`src/rtl/lock_reset_seq.sv`:
```
// Power-up reset sequencer: waits for stable PLL/BUFPLL lock, holds reset, waits for MCB calibration.
// Optional relock_cnt output and counter enabled by defining LOCK_RELOCK_CNT_EN.
module lock_reset_seq #(
    parameter int unsigned LOCK_STABLE_CYCLES = 256,
    parameter int unsigned RESET_HOLD_CYCLES  = 16,
    parameter int unsigned CALIB_TIMEOUT      = 65535
) (
    input  logic       clk,
    input  logic       reset_n,
    input  logic       pll_lock,
    input  logic       bufpll_mcb_lock,
    input  logic       calib_done,
    input  logic       lock_lost_clr,
    output logic       reset_frame_buf,
    output logic       lock_lost,
    output logic       calib_timeout
`ifdef LOCK_RELOCK_CNT_EN
    ,
    output logic [7:0] relock_cnt
`endif
);

    localparam int unsigned CNT_W = 16;
    localparam logic [CNT_W-1:0] STABLE_LAST = CNT_W'(LOCK_STABLE_CYCLES - 1);
    localparam logic [CNT_W-1:0] HOLD_LAST   = CNT_W'(RESET_HOLD_CYCLES - 1);
    localparam logic [CNT_W-1:0] CALIB_LAST  = CNT_W'(CALIB_TIMEOUT - 1);

    typedef enum logic [2:0] {
        IDLE,
        STABLE,
        HOLD,
        WAIT_CALIB,
        RUN
    } state_t;

    state_t           state;
    logic [CNT_W-1:0] cnt;
    logic [1:0]       pll_sync;
    logic [1:0]       bufpll_sync;
    logic [1:0]       calib_sync;
    logic             lock_ok;
    logic             calib_ok;
    logic             lock_loss;

    // Two-flop synchronizers for the asynchronous status inputs
    always_ff @(posedge clk or negedge reset_n) begin
        if (!reset_n) begin
            pll_sync    <= '0;
            bufpll_sync <= '0;
            calib_sync  <= '0;
        end else begin
            pll_sync    <= {pll_sync[0], pll_lock};
            bufpll_sync <= {bufpll_sync[0], bufpll_mcb_lock};
            calib_sync  <= {calib_sync[0], calib_done};
        end
    end

    assign lock_ok   = pll_sync[1] & bufpll_sync[1];
    assign calib_ok  = calib_sync[1];
    assign lock_loss = (state == RUN) && !lock_ok;

    // Sequencer; the counter returns to zero whenever it is not explicitly advanced
    always_ff @(posedge clk or negedge reset_n) begin
        if (!reset_n) begin
            state           <= IDLE;
            cnt             <= '0;
            reset_frame_buf <= 1'b1;
            lock_lost       <= 1'b0;
            calib_timeout   <= 1'b0;
        end else begin
            calib_timeout   <= 1'b0;
            reset_frame_buf <= 1'b1;
            cnt             <= '0;

            if (lock_loss) begin
                lock_lost <= 1'b1;
            end else if (lock_lost_clr) begin
                lock_lost <= 1'b0;
            end

            if (state != IDLE && !lock_ok) begin
                state <= IDLE;
            end else begin
                case (state)
                    IDLE: begin
                        if (lock_ok) state <= STABLE;
                    end
                    STABLE: begin
                        if (cnt == STABLE_LAST) state <= HOLD;
                        else                    cnt   <= cnt + CNT_W'(1);
                    end
                    HOLD: begin
                        if (cnt == HOLD_LAST) state <= WAIT_CALIB;
                        else                  cnt   <= cnt + CNT_W'(1);
                    end
                    WAIT_CALIB: begin
                        if (calib_ok) begin
                            state           <= RUN;
                            reset_frame_buf <= 1'b0;
                        end else if (cnt == CALIB_LAST) begin
                            state         <= IDLE;
                            calib_timeout <= 1'b1;
                        end else begin
                            cnt <= cnt + CNT_W'(1);
                        end
                    end
                    RUN: begin
                        reset_frame_buf <= 1'b0;
                    end
                    default: begin
                        state <= IDLE;
                    end
                endcase
            end
        end
    end

`ifdef LOCK_RELOCK_CNT_EN
    // Saturating count of lock drops while running; only reset_n clears it
    always_ff @(posedge clk or negedge reset_n) begin
        if (!reset_n) begin
            relock_cnt <= '0;
        end else if (lock_loss && (relock_cnt != 8'hFF)) begin
            relock_cnt <= relock_cnt + 8'd1;
        end
    end
`else
    // Relock counter is not built in this configuration.
`endif

endmodule

```
`config.mk`:
```
export PLATFORM = sky130hd
export DESIGN_NAME = lock_reset_seq
export DESIGN_NICKNAME = d
export VERILOG_FILES = /design/src/rtl/lock_reset_seq.sv
export SDC_FILE = /design/constraint.sdc
export NUM_CORES = 1
export LEC_CHECK = 0
export ABC_CLOCK_PERIOD_IN_PS = 2750
export CAP_MARGIN = 20
export CELL_PAD_IN_SITES_DETAIL_PLACEMENT = 1
export CELL_PAD_IN_SITES_GLOBAL_PLACEMENT = 1
export CORE_UTILIZATION = 40
export DETAILED_ROUTE_END_ITERATION = 8
export GPL_ROUTABILITY_DRIVEN = 0
export PLACE_DENSITY_LB_ADDON = 0.15
export SETUP_SLACK_MARGIN = 0.2
export SLEW_MARGIN = 25
export SYNTH_ARGS = -nofsm -noshare
export SYNTH_HDL_FRONTEND = slang
export SYNTH_SLANG_ARGS = --single-unit
```
`constraint.sdc`:
```
create_clock -name clk -period 2.75 [get_ports clk]
set_clock_uncertainty 0.2 [all_clocks]
set_input_delay 0.55 -clock clk [delete_from_list [all_inputs] [get_ports clk]]
set_output_delay 0.55 -clock clk [all_outputs]
set_load 0.02 [all_outputs]
```
==> metrics.md <==
| Metric | Value |
|---|---|
| Status | `complete, no violations` |
| Final setup violation count | `0` |
| Root Driver | `clkbuf_4` |
| Simple-gate share of the synthesized area | `approximately 27%` |
| Clock Tree Buf Depth | `2` |
| GR Util All Layers | `about a fifth` |
| Core Rows | `20` |
| H-tree depth | `1` |
| Top-count cell post-synth | `dfrtp_1` |
| IO buf count | `8` |
| Setup TNS | `0 ns` |
| Die W | `59.1 µm` |
| Grt total ovfl | `0` |
| Clock sinks | `28` |
| Post-synth top flop | `dfrtp_1` |
| Setup repair bufs after CTS | `0` |
| Critical Path Sink Type | `primary output` |
| Crit. path cell count | `1` |
| I/O Pins | `9` |
| Total wire length | `2750 µm` |
| Reg2reg setup slack | `0.53 ns` |
| Critical Path Start | `reset_frame_buf$_DFF_PN1_` |
| Max Fanout on Critical Path | `1` |
| Mux cell area share after synthesis | `0%` |
| Die span in y | `59.1 µm` |
| DRT iter0 DRCs | `34` |
| Number of synthesized register bits | `28` |
| Final hold vios | `0` |
| Peak VDD IR | `245 µV` |
| Critical Path Source Type | `flop` |
| Synth Instances | `about 120` |
| P_leak | `roughly 0.56 nW` |
| Worst EP arrival | `1.48 ns` |
| Tcrit/Tclk final | `81.1%` |
| Slew headroom | `43.1%` |
| Number of global-route vias before repair | `994` |
| Synth Cell Area | `1310 µm²` |
| Max_cap viols | `0` |
| Synth Area in Compound Gates | `under 10%` |
| First-pass GRT wire length | `about 4900 µm` |
| Initial antenna violation count | `0` |
| Die area | `3500 µm²` |
| Buf/Inv on CP | `1` |
| Top post-synthesis cells by area | `dfrtp_1 52%, nor3_1 6.5%, xnor2_1 5.4%` |
| Synth Area per Inst | `11.0 µm²` |
| Hold buffers post-CTS | `0` |
| Core footprint | `3080 µm²` |
| NumNets Final | `138` |
| Sequential area share after synthesis | `53.7%` |
| Worst path cell trace | `clkdlybuf4s50_1` |
| First-pass DRT Iterations | `4` |
| Area grow syn2layout | `14.0%` |
| Min cycle time layout | `2.23 ns` |
| Max-slew violation count | `0` |
| Post-route ant nets | `0` |
| Crit-path slowest cell | `clkdlybuf4s50_1` |
| Commonest cells in the netlist | `27 x dfrtp_1, 17 x nor3_1, 8 x nor4_1, 8 x xnor2_1` |
| Antenna cell count | `0` |
| Synth Area in Adders | `1.92%` |
| Placed instance area | `1440 µm²` |
| Detail-routed net length per standard cell | `15.9 µm` |
| Initial Utilization | `42.4%` |
| Via count | `948` |
| Syn Nets | `127` |
| FMAX | `0.448 GHz` |
| Clock Latency Late Sink | `between 0.3 and 0.4 ns` |
| Worst Tran Pin Value | `0.842 ns` |
| CTS clock-pin slew for the worst setup and hold paths | `0.16 ns` |
| Synth cell types | `31` |
| Leading area contributor after synthesis | `dfrtp_1` |
| Largest net degree at the start of global routing | `29` |
| CP endpoint | `reset_frame_buf` |
| Largest family of logic cells by synthesized area | `simple AND/OR/NAND/NOR gates` |
| Min-delay worst type | `flop to flop` |
| FF-to-FF Start | `cnt[4]$_DFF_PN0_` |
| Number of flops mapped to enable cells by yosys | `0` |
| Remaining DRCs | `0` |
| Delay-heaviest family, CP | `buffers and inverters` |
| CTS resizes | `0` |
| Design Area, Final | `1490 µm²` |
| Synth Area in XOR/XNOR | `9.39%` |
| Reg2Reg Depth | `5` |
| CP max stage delay | `0.59 ns` |
| TritonCTS clock tree | `yes` |
| Synth Warn # | `0` |
| Via-to-Cell Ratio | `5.48` |
| Num CTS Buffers | `3` |
| Share of async-settable or async-resettable flops after synthesis | `100%` |
| CP required | `2.00 ns` |
| Pwr/cell area | `487 nW/µm²` |
| Setup CP Type | `flop to primary output` |
| Unrepaired setup endpoints after global routing | `false` |
| RR Endpoint | `cnt[2]$_DFF_PN0_` |
| Synth top area share | `approximately half` |
| Share of cells above drive strength 1 | `around 10%` |
| Post-DP HPWL | `1960 µm` |
## stage by stage
step / worst slack (ns) / std cells / util (%) / total power, mW / hold WS [ns]
final: 0.520 / 173 / 48.4 / 0.725 / 0.171
after global routing: 0.303 / 173 / 48.4 / 0.750 / 0.192
after CTS: 0.509 / 173 / 48.4 / 0.734 / 0.172
after detailed placement: 0.555 / 169 / 46.7 / 0.461 / 0.136
after global placement: 0.582 / 169 / 46.7 / 0.459 / 0.133
after floorplan: 0.632 / 119 / - / 0.440 / 0.0544
## routing by layer
| layer | part of all wire, % | vias to the layer above | wire length, µm | global-route usage [%] |
|---|---|---|---|---|
| met2 | 47 | 7 | 1290 | 30.0 |
| met4 | 1.6 | 0 | 44 | 7.48 |
| li1 | - | 457 | - | - |
| met5 | 0 | - | 0 | 0 |
| met1 | 50 | 479 | 1380 | 25.8 |
| met3 | 1.5 | 5 | 40 | 2.84 |
## cell families after synthesis
| group | count (synthesis) |
|---|---|
| xor gates and xnor gates | 14 |
| AOI/OAI and AO/OA | 6 |
| adders and majority gates | 2 |
| and+or+nand+nor | 60 |
| buffers and inverters | 9 |
| DFF | 28 |
## worst min path at each step
| stage | end | slack (ns) | cells after the start | startpoint |
|---|---|---|---|---|
| 6_report | pll_sync[1]$_DFF_PN0_ | 0.17 | 0 | pll_sync[0]$_DFF_PN0_ |
| 5_1_grt | pll_sync[1]$_DFF_PN0_ | 0.19 | 0 | pll_sync[0]$_DFF_PN0_ |
| 4_1_cts | pll_sync[1]$_DFF_PN0_ | 0.17 | 0 | pll_sync[0]$_DFF_PN0_ |
| 3_5_place_dp | pll_sync[1]$_DFF_PN0_ | 0.14 | 0 | pll_sync[0]$_DFF_PN0_ |
| 3_3_place_gp | pll_sync[1]$_DFF_PN0_ | 0.13 | 0 | pll_sync[0]$_DFF_PN0_ |
| 2_1_floorplan | bufpll_sync[0]$_DFF_PN0_ | 0.05 | 0 | reset_n |
## area by class of cell
| class | instances | area (µm²) |
|---|---|---|
| Timing Repair Buffer | 11 | 103 |
| Sequential cell | 28 | 702 |
| Tap cell | 44 | 55.1 |
| Clock inverter | 1 | 30.0 |
| Fill cell | 346 | 1590 |
| Inverter | 4 | 15.0 |
| Clock buffer | 3 | 22.5 |
| Multi-Input combinational cell | 82 | 562 |
## layout by cell type, fill, tap and decap left out
cell type         n
inv_1             4
or4_4             1
nand4b_1          1
a41oi_1           1
dfstp_2           1
nand4_4           1
nand3_1           7
ha_1              2
xor2_1            6
or3_1             2
clkbuf_4          3
nand2_1           7
and4_1            1
a21oi_1           1
o21ai_0           1
dfrtp_1          27
clkdlybuf4s50_1   8
nor3b_1           1
nand4_1           7
nor4bb_1          1
and3_1            1
or3b_2            1
nor4_1            8
nor3_1           17
nor2_1            3
a221oi_4          1
buf_4             3
xnor2_1           8
and4_2            1
a31oi_1           2
bufinv_16         1
## power by group
group	switching (mW)	total, mW	internal, mW
Combinational	0.0189	0.0321	0.0132
Sequential	0.00309	0.420	0.417
Clock	0.125	0.273	0.148
## state kept, by name, indices dropped and copies added, names as in the netlist
signal	count
bufpll_sync	2
calib_sync	2
calib_timeout	1
cnt	16
lock_lost	1
pll_sync	2
reset_frame_buf	1
state	3
Power figures use the tool's default switching activity.
